--- config.mk ---
export PLATFORM = sky130hd
export DESIGN_NAME = pipe_stage_reg_flat
export DESIGN_NICKNAME = d
export VERILOG_FILES = /design/src/rtl/pipe_stage_reg_if.sv /design/src/rtl/pipe_stage_reg.sv /design/src/flat_wrapper.sv
export SDC_FILE = /design/constraint.sdc
export NUM_CORES = 1
export LEC_CHECK = 0
export CORE_AREA = 2 2 165 167
export DETAILED_ROUTE_END_ITERATION = 10
export DIE_AREA = 0 0 167 169
export DONT_BUFFER_PORTS = 1
export PLACE_DENSITY = 0.49
export SETUP_SLACK_MARGIN = 0.02
export SKIP_LAST_GASP = 1
export SLEW_MARGIN = 10
export SYNTH_ARGS = -nofsm -noshare
export SYNTH_HDL_FRONTEND = slang
export SYNTH_SLANG_ARGS = --single-unit
--- constraint.sdc ---
create_clock -name clk_i -period 2.6 [get_ports clk_i]
set_input_delay 0.52 -clock clk_i [delete_from_list [all_inputs] [get_ports clk_i]]
set_output_delay 0.52 -clock clk_i [all_outputs]
set_load 0.03 [all_outputs]
--- src/rtl/pipe_stage_reg_if.sv ---
// Bus between a pipeline stage and its inter-stage register: upstream fields in,
// registered fields and the bubble counter out.
interface pipe_stage_reg_if #(
    parameter int DATA_W = 128,
    parameter int PC_W   = 32,
    parameter int TNEW_W = 2,
    parameter int CNT_W  = 16
);
    logic              en;
    logic              flush;
    logic              clr_cnt;
    logic              valid_in;
    logic [31:0]       instr_in;
    logic [PC_W-1:0]   pc_in;
    logic [DATA_W-1:0] data_in;
    logic [4:0]        a3_in;
    logic [TNEW_W-1:0] tnew_in;

    logic              valid_out;
    logic [31:0]       instr_out;
    logic [PC_W-1:0]   pc_out;
    logic [DATA_W-1:0] data_out;
    logic [4:0]        a3_out;
    logic [TNEW_W-1:0] tnew_out;
    logic [CNT_W-1:0]  bubble_cnt;

    modport master (
        output en, flush, clr_cnt, valid_in, instr_in, pc_in, data_in, a3_in, tnew_in,
        input  valid_out, instr_out, pc_out, data_out, a3_out, tnew_out, bubble_cnt
    );

    modport slave (
        input  en, flush, clr_cnt, valid_in, instr_in, pc_in, data_in, a3_in, tnew_in,
        output valid_out, instr_out, pc_out, data_out, a3_out, tnew_out, bubble_cnt
    );
endinterface

--- src/rtl/pipe_stage_reg.sv ---
// Generic MIPS inter-stage register (D/E, E/M, M/W) with stall, flush, optional
// Tnew decrement, optional PC retention on flush and a saturating bubble counter.
module pipe_stage_reg #(
    parameter int DATA_W           = 128,
    parameter int PC_W             = 32,
    parameter int TNEW_W           = 2,
    parameter bit TNEW_DEC         = 1'b0,
    parameter bit KEEP_PC_ON_FLUSH = 1'b0,
    parameter int CNT_W            = 16
) (
    input  logic            clk_i,
    input  logic            rst_n_i,
    pipe_stage_reg_if.slave bus
);
    logic              valid_q, valid_d;
    logic [31:0]       instr_q, instr_d;
    logic [PC_W-1:0]   pc_q,    pc_d;
    logic [DATA_W-1:0] data_q,  data_d;
    logic [4:0]        a3_q,    a3_d;
    logic [TNEW_W-1:0] tnew_q,  tnew_d;
    logic [CNT_W-1:0]  cnt_q,   cnt_d;

    logic              bubble_cap;
    logic [TNEW_W-1:0] tnew_ld;

    // Saturating decrement: a Tnew of 0 means "ready now" and must not wrap.
    always_comb begin
        tnew_ld = bus.tnew_in;
        if (TNEW_DEC && (bus.tnew_in != '0)) begin
            tnew_ld = bus.tnew_in - TNEW_W'(1);
        end
    end

    always_comb begin
        valid_d = valid_q;
        instr_d = instr_q;
        pc_d    = pc_q;
        data_d  = data_q;
        a3_d    = a3_q;
        tnew_d  = tnew_q;
        if (bus.flush) begin
            valid_d = 1'b0;
            instr_d = '0;
            pc_d    = KEEP_PC_ON_FLUSH ? bus.pc_in : '0;
            data_d  = '0;
            a3_d    = '0;
            tnew_d  = '0;
        end else if (bus.en) begin
            valid_d = bus.valid_in;
            pc_d    = bus.pc_in;
            if (bus.valid_in) begin
                instr_d = bus.instr_in;
                data_d  = bus.data_in;
                a3_d    = bus.a3_in;
                tnew_d  = tnew_ld;
            end else begin
                // Zero a3 keeps bubbles out of forwarding and stall detection.
                instr_d = '0;
                data_d  = '0;
                a3_d    = '0;
                tnew_d  = '0;
            end
        end
    end

    assign bubble_cap = bus.flush | (bus.en & ~bus.valid_in);

    always_comb begin
        cnt_d = cnt_q;
        if (bus.clr_cnt) begin
            cnt_d = '0;
        end else if (bubble_cap && (cnt_q != '1)) begin
            cnt_d = cnt_q + CNT_W'(1);
        end
    end

    always_ff @(posedge clk_i or negedge rst_n_i) begin
        if (!rst_n_i) begin
            valid_q <= 1'b0;
            instr_q <= '0;
            pc_q    <= '0;
            data_q  <= '0;
            a3_q    <= '0;
            tnew_q  <= '0;
            cnt_q   <= '0;
        end else begin
            valid_q <= valid_d;
            instr_q <= instr_d;
            pc_q    <= pc_d;
            data_q  <= data_d;
            a3_q    <= a3_d;
            tnew_q  <= tnew_d;
            cnt_q   <= cnt_d;
        end
    end

    assign bus.valid_out  = valid_q;
    assign bus.instr_out  = instr_q;
    assign bus.pc_out     = pc_q;
    assign bus.data_out   = data_q;
    assign bus.a3_out     = a3_q;
    assign bus.tnew_out   = tnew_q;
    assign bus.bubble_cnt = cnt_q;
endmodule

--- src/flat_wrapper.sv ---
// flat-port wrapper written by rule: the top's interface ports become plain ports
module pipe_stage_reg_flat 
#(
    parameter int DATA_W           = 128,
    parameter int PC_W             = 32,
    parameter int TNEW_W           = 2,
    parameter bit TNEW_DEC         = 1'b0,
    parameter bit KEEP_PC_ON_FLUSH = 1'b0,
    parameter int CNT_W            = 16
)
  (clk_i, rst_n_i, bus_en, bus_flush, bus_clr_cnt, bus_valid_in, bus_instr_in, bus_pc_in, bus_data_in, bus_a3_in, bus_tnew_in, bus_valid_out, bus_instr_out, bus_pc_out, bus_data_out, bus_a3_out, bus_tnew_out, bus_bubble_cnt);
  pipe_stage_reg_if #(.DATA_W(DATA_W), .PC_W(PC_W), .TNEW_W(TNEW_W), .CNT_W(CNT_W)) bus_i ();
  input  logic clk_i;
  input  logic rst_n_i;
  input wire logic [$bits(bus_i.en)-1:0] bus_en;
  input wire logic [$bits(bus_i.flush)-1:0] bus_flush;
  input wire logic [$bits(bus_i.clr_cnt)-1:0] bus_clr_cnt;
  input wire logic [$bits(bus_i.valid_in)-1:0] bus_valid_in;
  input wire logic [$bits(bus_i.instr_in)-1:0] bus_instr_in;
  input wire logic [$bits(bus_i.pc_in)-1:0] bus_pc_in;
  input wire logic [$bits(bus_i.data_in)-1:0] bus_data_in;
  input wire logic [$bits(bus_i.a3_in)-1:0] bus_a3_in;
  input wire logic [$bits(bus_i.tnew_in)-1:0] bus_tnew_in;
  output wire logic [$bits(bus_i.valid_out)-1:0] bus_valid_out;
  output wire logic [$bits(bus_i.instr_out)-1:0] bus_instr_out;
  output wire logic [$bits(bus_i.pc_out)-1:0] bus_pc_out;
  output wire logic [$bits(bus_i.data_out)-1:0] bus_data_out;
  output wire logic [$bits(bus_i.a3_out)-1:0] bus_a3_out;
  output wire logic [$bits(bus_i.tnew_out)-1:0] bus_tnew_out;
  output wire logic [$bits(bus_i.bubble_cnt)-1:0] bus_bubble_cnt;
  assign bus_i.en = bus_en;
  assign bus_i.flush = bus_flush;
  assign bus_i.clr_cnt = bus_clr_cnt;
  assign bus_i.valid_in = bus_valid_in;
  assign bus_i.instr_in = bus_instr_in;
  assign bus_i.pc_in = bus_pc_in;
  assign bus_i.data_in = bus_data_in;
  assign bus_i.a3_in = bus_a3_in;
  assign bus_i.tnew_in = bus_tnew_in;
  assign bus_valid_out = bus_i.valid_out;
  assign bus_instr_out = bus_i.instr_out;
  assign bus_pc_out = bus_i.pc_out;
  assign bus_data_out = bus_i.data_out;
  assign bus_a3_out = bus_i.a3_out;
  assign bus_tnew_out = bus_i.tnew_out;
  assign bus_bubble_cnt = bus_i.bubble_cnt;
  pipe_stage_reg #(.DATA_W(DATA_W), .PC_W(PC_W), .TNEW_W(TNEW_W), .TNEW_DEC(TNEW_DEC), .KEEP_PC_ON_FLUSH(KEEP_PC_ON_FLUSH), .CNT_W(CNT_W)) u_core (.clk_i(clk_i), .rst_n_i(rst_n_i), .bus(bus_i));
endmodule
==> flow_summary.json, run 1 <==
{
  "clock_tree.htree_level_count": 1,
  "arr_time_crit_path_ns": 2.52,
  "max_cap_viol_count": 0,
  "outcome": "complete, but fails checks",
  "via_count_of_the_first_global_routing_pass": 5242,
  "report.power.total_mw": 7.40,
  "first_pass_iters": 4,
  "finalWeightedCongestion": 0.779,
  "hold-worst-slack_ns": -0.291,
  "power_density_mw_per_mm2": 813,
  "cp_cell_sequence": "and3_1, o2111ai_1, nor4_1, mux2_1",
  "report.final.setup_viol": 0,
  "mostFrequentLayoutCells": "dfrtp_1 (216), a22o_1 (167), nor2_1 (34)",
  "ys_seq_area_share_pct": 67.3,
  "crit_family": "simple AND/OR/NAND/NOR gates",
  "max_freq_mhz": 469,
  "layout-drive-gt1-share_pct": 8.19,
  "cell_area_after_placement_mm2": 0.00835,
  "buffer_type_at_the_clock_tree_root": "clkbuf_16",
  "hold_viol_final": 216,
  "cts_setup_buffers": 0,
  "area.growth.synth_to_final_pct": 13.5,
  "die_h_um": 169,
  "antenna_found_initial": 1,
  "pin_count_of_the_biggest_net_entering_global_routing": 217,
  "post_detailed_route_via_to_cell_ratio": 5.51,
  "die_w_um": 167,
  "port-buffer-count": 0,
  "timing.slew.headroom_pct": 47.3,
  "path_buf_inv": 0,
  "floorplan.core_area_mm2": 0.0265,
  "hold_path.class": "in -> async",
  "fp-row-count": 60,
  "timing.setup.tns_ns": 0,
  "finalCriticalPeriod_ns": 2.13,
  "tritoncts": "done",
  "power.static_leakage_nw": 4.31,
  "synth-main-ff-cell": "dfrtp_1",
  "ys_types": 33,
  "filler_cells_inserted": 2575,
  "cts_buffers": 23,
  "floorplan.die_area_mm2": 0.0282,
  "clkTransAtPathRegs_ns": 0.06,
  "cts_repair_resize_count": 0,
  "critPathRequiredTime_ns": 2.99,
  "timing_worst_setup_path_type": "reg -> reg",
  "drt_drc_violations_left": 0,
  "syn_inst": 578,
  "max-vdd-ir-drop_mv": 0.441,
  "critPathMaxStageDelay_ns": 0.58,
  "synthesis.nets": 784,
  "critical_path_peak_fanout": 11,
  "clock_insertion_delay_worst_skew_ns": 0.50,
  "mostFrequentLayoutCell": "dfrtp_1",
  "post_synthesis_instance_area_mm2": 0.00803,
  "crit_path_start_kind": "flop",
  "finalMaxSlewViolations": 0,
  "period_share_pct": 81.9,
  "rsz0062_at_grt": "false",
  "global_route.usage.total_pct": 14.1,
  "synth_async_sr_flop_share_pct": 100,
  "ys_warn_count": 0,
  "count_of_flip_flops_with_a_built_in_enable_after_synthesis": 0,
  "synth_seq_cells": 216,
  "detail_route.wl_per_cell_um": 23.5,
  "finalWirelength_mm": 21.5,
  "crit_path_top_delay_cell": "dfrtp_1",
  "clock_buffer_depth": 3,
  "syn-mean-instance-area_um2": 13.9,
  "cts_sinks": 216,
  "detailedRoute.firstIterationViolations": 297,
  "crit_path_capture_type": "flop",
  "grt.overflow.total": 0,
  "ant_nets": 0,
  "route.vias.total": 5047,
  "ff_latch_area_mm2": 0.00541,
  "finish.net_count": 766,
  "violations_in_the_final_reports": "hold timing",
  "first_pass_grt_wire_length_mm": 31.6,
  "area_used_by_multi_input_combinational_logic_mm2": 0.00242,
  "io_pins": 421,
  "detailed_place_hpwl_mm": 14.7,
  "initial_utilization_pct": 30.3,
  "final_core_utilization_pct": 34.4,
  "worstMarginPinSlew_ns": 0.787,
  "worst_clock_skew_ns": 0.00350,
  "post-route-cell-area_mm2": 0.00911
}
[flip-flops by register name, summed over array words and instances (netlist names)]
signal,count
u_core.bus.tnew_out,2
u_core.bus.a3_out,5
u_core.bus.data_out,128
u_core.bus.valid_out,1
u_core.bus.instr_out,32
u_core.bus.pc_out,32
u_core.bus.bubble_cnt,16
[metal layers]
| layer | track usage (%) | wire [µm] | part of all wire (%) |
|---|---|---|---|
| met4 | 4.20 | 533 | 2.5 |
| met5 | 0 | 0 | 0 |
| met1 | 16.0 | 7750 | 36 |
| met3 | 5.85 | 2480 | 12 |
| met2 | 24.4 | 10700 | 50 |
[cell usage after synthesis (all sizes together), types with 4 or more instances]
cell type | number | share of area [%]
a21oi | 13 | 0.81
a22o | 167 | 18
and3 | 5 | 0.39
buf | 19 | 1.2
clkbuf | 31 | 1.4
dfrtp | 216 | 67
mux2i | 32 | 4.0
nand2 | 7 | 0.33
nand3 | 4 | 0.25
nand4 | 4 | 0.31
nor2 | 36 | 1.7
o31ai | 9 | 0.84
or4 | 8 | 0.75
[path summary, 6_finish.rpt]
| kind | startpoint | cells after the start | endpoint | slack (ns) |
|---|---|---|---|---|
| worst max-delay path | u_core.bus.bubble_cnt[1] | 4 | u_core.bus.bubble_cnt[15] | 0.47 |
| worst min-delay path | rst_n_i | 0 | u_core.bus.bubble_cnt[12] | -0.29 |
| worst max register to register | u_core.bus.bubble_cnt[1] | 4 | u_core.bus.bubble_cnt[15] | 0.47 |
| worst min register to register | u_core.bus.bubble_cnt[0] | 3 | u_core.bus.bubble_cnt[3] | 0.72 |
| max in group asynchronous | rst_n_i | 0 | u_core.bus.pc_out[7] | 2.41 |
| min in group clk_i | bus_clr_cnt | 1 | u_core.bus.bubble_cnt[13] | 0.07 |
[layout make-up]
type / instances / share of cell area, %
Clock inverter: 6 / 0.961
Inverter: 2 / 0.0824
Clock buffer: 33 / 7.39
Antenna cell: 1 / 0.0275
Timing Repair Buffer: 7 / 0.989
Tap cell: 341 / 4.68
Sequential cell: 216 / 59.3
Multi-Input combinational cell: 310 / 26.5
[metrics by stage]
stage          hold slack [ns]  std cells  setup WS [ns]
2_1_floorplan            0.224        578          0.625
3_3_place_gp             0.229        876          0.592
3_5_place_dp             0.230        876          0.469
4_1_cts                 -0.320        915          0.465
5_1_grt                 -0.316        915          0.328
6_report                -0.291        916          0.470
[kinds of logic (layout without fill, tap and decap cells)]
family          count (synthesis)  count (layout)  synth area share (%)
fa+ha+maj                       1               1                 0.156
buf+inv                        52              48                  2.74
compound gates                200             200                  20.9
simple gates                   76              76                  4.78
other cells                     0               1                     0
flops                         216             216                  67.3
mux                            33              33                  4.13
[power by group]
group	leakage, nW	internal (mW)	switching (mW)
registers	2.94	3.49	0.376
logic	0.999	0.117	0.129
clock network	0.376	1.99	1.30
total	4.31	5.60	1.81
No activity file was read; power rests on OpenSTA's default activity.
==> run 2, diff against run 1 <==
clock period = 2.1 ns   (was 2.6 ns; I/O delays follow)
==> run 2 against run 1 <==
The flow still finishes with violations (hold timing). Sequential share of layout area fell by 1.2 points. Clock-buffer cell count decreased by 5. Register-to-register slack got worse by 0.20 ns. Wire length increased by 0.40%. Cell count grew 2.0%. Core utilization is 0.72 points higher. Critical endpoint is now u_core.bus.bubble_cnt[2]. Largest cell class unchanged. Highest routed layer unchanged.
==> flow_summary.json, run 2 (same netlist as run 1, synthesis figures left out) <==
{
  "violations_in_the_final_reports": "hold timing",
  "report.final.setup_viol": 0,
  "power_density_mw_per_mm2": 1020,
  "first_pass_iters": 4,
  "ant_nets": 0,
  "timing.slew.headroom_pct": 21.8,
  "mostFrequentLayoutCell": "dfrtp_1",
  "pin_count_of_the_biggest_net_entering_global_routing": 217,
  "hold_path.class": "in -> async",
  "reg2reg_to": "u_core.bus.bubble_cnt[2]",
  "worst-r2r-cell-count": 6,
  "fp-row-count": 60,
  "critical_path_peak_fanout": 20,
  "critPathLaunch": "u_core.bus.bubble_cnt[0]",
  "finalCriticalPeriod_ns": 1.83,
  "max-vdd-ir-drop_mv": 0.602,
  "clock_insertion_delay_worst_skew_ns": 0.50,
  "report.power.total_mw": 9.50,
  "area.growth.synth_to_final_pct": 15.9,
  "route.vias.total": 5065,
  "worst_clock_skew_ns": 0.00450,
  "layout-drive-gt1-share_pct": 11.0,
  "rr_startpoint": "u_core.bus.bubble_cnt[0]",
  "die_w_um": 167,
  "initial_utilization_pct": 30.3,
  "arr_time_crit_path_ns": 2.18,
  "clock_buffer_depth": 3,
  "antenna_found_initial": 1,
  "clkTransAtPathRegs_ns": 0.06,
  "pre_cts_ws_ns": 0.289,
  "power.static_leakage_nw": 4.43,
  "outcome": "complete, but fails checks",
  "detailed_place_hpwl_mm": 14.9,
  "die_h_um": 169,
  "floorplan.die_area_mm2": 0.0282,
  "timing_worst_setup_path_type": "reg -> reg",
  "detail_route.wl_per_cell_um": 23.1,
  "finalWeightedCongestion": 0.784,
  "finalMaxSlewViolations": 0,
  "io_pins": 421,
  "r2r_setup_slack_ns": 0.27,
  "cts_hold_repair.buffers": 2,
  "clock_tree.htree_level_count": 1,
  "timing.setup.tns_ns": 0,
  "max_cap_viol_count": 0,
  "period_share_pct": 87.0,
  "rsz0062_at_grt": "false",
  "finalWirelength_mm": 21.6,
  "largest_register_ffs": 128,
  "critPathRequiredTime_ns": 2.45,
  "crit_path_capture_type": "flop",
  "global_route.usage.total_pct": 14.4,
  "cts_sinks": 216,
  "mostFrequentLayoutCells": "dfrtp_1 (216), a22o_1 (167), nor2_1 (34)",
  "drt_drc_violations_left": 0,
  "cts_buffers": 23,
  "buffer_type_at_the_clock_tree_root": "clkbuf_16",
  "max_freq_mhz": 548,
  "finish.net_count": 782,
  "worstMarginPinSlew_ns": 1.17,
  "grt.overflow.total": 0,
  "port-buffer-count": 0,
  "finalWorstSetupSlack_ns": 0.274,
  "hold_viol_final": 216,
  "post_detailed_route_via_to_cell_ratio": 5.42,
  "detailedRoute.firstIterationViolations": 262,
  "tritoncts": "done",
  "via_count_of_the_first_global_routing_pass": 5343,
  "floorplan.core_area_mm2": 0.0265,
  "crit_path_start_kind": "flop",
  "first_pass_grt_wire_length_mm": 32.2,
  "worstSetupEndpoint": "u_core.bus.bubble_cnt[2]",
  "hold-worst-slack_ns": -0.391
}
==> run 2: cell count changes in the layout (fill, tap and decap cells not counted), sizes merged <==
| cell | change |
|---|---|
| bufinv | +3 |
| clkbuf | -5 |
| dlygate4sd3 | +2 |
| clkinv | +4 |
| clkinvlp | +1 |
| inv | -1 |
| buf | +14 |
==> run 2: power breakdown <==
group	total, mW	internal (mW)	switching [mW]
Sequential	4.78	4.32	0.459
Clock	4.39	2.74	1.65
Combinational	0.332	0.151	0.181
==> run 2: through the flow <==
| stage | instance area, µm² | instances | util (%) |
|---|---|---|---|
| 2_1_floorplan | 8030 | 578 | - |
| 3_3_place_gp | 8450 | 890 | 31.9 |
| 3_5_place_dp | 8450 | 890 | 31.9 |
| 4_1_cts | 9300 | 933 | 35.1 |
| 5_1_grt | 9300 | 933 | 35.1 |
| 6_report | 9300 | 934 | 35.1 |
==> run 2: critical path, cell delays in order, from the launching register on <==
cell and delay [ns]:
dfrtp_1 0.37, ha_1 0.23, nand4_1 0.19, nor4_2 0.40, buf_4 0.28, or4_1 0.13, a21oi_1 0.07
==> run 2: area by class of cell <==
class                   count  area, µm²
diodes                      1       2.50
clock buffers              28        624
clock inverters            13        203
fillers                  2553      17200
inverters                   2       7.51
multi-input cells         310       2420
flip-flops and latches    216       5410
well taps                 341        427
repair buffers             23        215
==> run 2: what timing repair did <==
| action | in CTS | in global routing |
|---|---|---|
| endpoints found under the hold margin | 263 | 216 |
| gates resized for setup | 0 | 0 |
| setup buffers | 0 | 0 |
==> run 2: how the worst min path moves through the flow <==
stage             from                     to  slack, ns  depth (start not counted)
2_1_floorplan  rst_n_i   u_core.bus.a3_out[0]       0.12                          0
3_3_place_gp   rst_n_i  u_core.bus.pc_out[31]       0.13                          0
3_5_place_dp   rst_n_i  u_core.bus.pc_out[31]       0.13                          0
4_1_cts        rst_n_i  u_core.bus.pc_out[31]      -0.42                          0
5_1_grt        rst_n_i  u_core.bus.pc_out[31]      -0.42                          0
6_report       rst_n_i  u_core.bus.pc_out[31]      -0.39                          0
==> run 2: layer usage <==
metal / GRT usage (%) / routed length (µm)
met4: 3.97 / 439
met5: 0 / 0
met2: 25.2 / 10900
met3: 6.06 / 2550
met1: 16.1 / 7730
==> RTL edit (config.mk and constraints of run 2) <==
Take the reset off `pc_q` and load it in a clocked block of its own.
--- a/src/rtl/pipe_stage_reg.sv
+++ b/src/rtl/pipe_stage_reg.sv
@@ -80,3 +80,2 @@
             instr_q <= '0;
-            pc_q    <= '0;
             data_q  <= '0;
@@ -88,3 +87,2 @@
             instr_q <= instr_d;
-            pc_q    <= pc_d;
             data_q  <= data_d;
@@ -94,2 +92,6 @@
         end
+    end
+
+    always_ff @(posedge clk_i) begin
+        pc_q <= pc_d;
     end
Check against the original RTL: not equivalent (Yosys sat finds a counterexample within 4 cycles, from zero or initial values and one cycle with rst_n_i low).
==> RTL edit against run 2 <==
  * Count of clock-buffer cells in the layout grew 5
  * Sequential cell count stayed put
  * Synthesized cell count up 0.35%
  * Highest routed layer unchanged
  * Critical path depth is the same
  * Via count fell by 0.87%
  * Cell count fell by 0.11%
  * Power decreased by 6.4%
  * Routed wire length fell by 4.6%
  * Setup slack better by 23 ps
  * Synthesized area shrank 1.2%
  * Non-clock buffer count stayed put
  * Cell area is 2.6% lower
  * Critical endpoint is now u_core.bus.bubble_cnt[4]$_DFFE_PN0P_
  * Clock power fell by 14%
  * The flow still finishes with violations (negative hold slack)
==> RTL edit: results (changes against run 2) <==
Worst setup path
  – FF-to-FF setup slack: 300 ps (was 270 ps)
  – CP endpoint: u_core.bus.bubble_cnt[4]$_DFFE_PN0P_ (was u_core.bus.bubble_cnt[2]$_DFFE_PN0P_)
  – CP max FO: 15 (was 20)
  – Critical Path AT: 2210 ps (was 2180 ps)

Synth
  – Syn Area/Cell: 13.7 um2 (was 13.9 um2)
  – Multiplexer share of the synthesized area: 4.04% (was 4.13%)
  – Complex-gate fraction of the synthesized area: 21.5% (was 20.9%)
  – Area contributors post-synth: dfrtp_1 (58%), a22o_1 (18%), dfxtp_1 (8.1%) (was dfrtp_1 (67%), a22o_1 (18%), mux2i_1 (4.0%))
  – Syn Nets: 786 (was 784)
  – Synth async-reset ratio: 85.2% (was 100%)
  – Post-synthesis sequential area ratio: 66.1% (was 67.3%)
  – Synth Area in Adders: 0.158% (was 0.156%)

Timing
  – Relative slew slack: 24.8% (was 21.8%)
  – Hold_ws: -378 ps (was -391 ps)
  – Clock skew: 5.20 ps (was 4.50 ps)
  – Final Hold Fails: 184 (was 216)

Global route
  – GR Util All Layers: 13.6% (was 14.4%)
  – First-pass GRT wire length: 30.8 mm (was 32.2 mm)
  – Initial antenna violation count: 0 (was 1)
  – Pin count of the biggest net entering global routing: 185 (was 217)
  – Number of global-route vias before repair: 5008 (was 5343)

Placed design
  – Dpl hpwl: 14.5 mm (was 14.9 mm)
  – Placed insts: 891 (was 890)
  – Placer Congestion: 0.739 (was 0.784)

Detailed routing
  – WL final: 20.6 mm (was 21.6 mm)
  – Vias per inst: 5.38 (was 5.42)
  – DR WL/cell: 22.1 um (was 23.1 um)
  – Drt first-iter violations: 292 (was 262)
  – DR pass1 iterations: 7 (was 4)

Finish
  – Antenna Cells: 0 (was 1)
  – Layout Nets: 783 (was 782)
  – Share of layout cells above drive strength 1: 10.8% (was 11.0%)
  – Number of fillers in the final layout: 2593 (was 2553)

Run status
  – Violated checks: negative hold slack (unchanged)
  – Status: finished, violations left (unchanged)

Power and ir drop
  – Worst IR Drop VDD: 595 uV (was 602 uV)
  – Switch share: 24.7% (was 24.1%)
## RTL edit: cell types whose count changed in the layout (fill, tap and decap cells not counted), moves of 3 or more
cell              run 2  this run
clkbuf_1              2         6
and3_1                5         2
nand2_1               7         4
a211oi_1              3         0
dfxtp_1               0        32
dfrtp_1             216       184
bufinv_16             5         0
## RTL edit: per-layer routing
layer	share of wire (%)	up-vias	GRT usage, %
met3	8.5	32	4.47
li1	-	2185	-
met4	3.0	0	4.24
met2	49	262	22.2
met1	39	2542	17.1
met5	0	-	0
## RTL edit: layout make-up
cell class / instances / area share, %
clock buffer: 33 / 7.46
inverter: 4 / 0.166
timing repair buffer: 23 / 2.37
sequential: 216 / 57.9
clock inverter: 7 / 0.456
tap: 341 / 4.71
multi-input combinational: 309 / 27.0
## RTL edit: power by group through the flow
stage,combinational [mW],clock [mW],sequential [mW]
2_1_floorplan,0.281,0,4.80
3_3_place_gp,0.301,0,4.85
3_5_place_dp,0.317,0,4.85
4_1_cts,0.333,3.94,4.77
5_1_grt,0.363,4.10,4.78
6_report,0.329,3.79,4.77
## RTL edit: through the flow
| stage | setup WS, ps | total power [mW] | cell area, um2 |
|---|---|---|---|
| floorplan | 242 | 5.08 | 7930 |
| global placement | 367 | 5.15 | 8330 |
| detailed placement | 341 | 5.16 | 8330 |
| CTS | 309 | 9.04 | 9060 |
| global route | 191 | 9.25 | 9060 |
| finish | 297 | 8.89 | 9060 |
## RTL edit: worst max-delay path, cell delays in order, from the launching register on
cell     delay, ps
dfrtp_1        390
ha_1           290
nand4_1        150
nor4_2          70
buf_4          180
or4_1          470
a21oi_1        160
## RTL edit: cell families after synthesis
kind of cell             Yosys count
AO/OA/AOI/OAI                    202
adder cells (fa/ha/maj)            1
flip-flops                       216
AND/OR/NAND/NOR                   74
multiplexers                      32
buffers and inverters             55
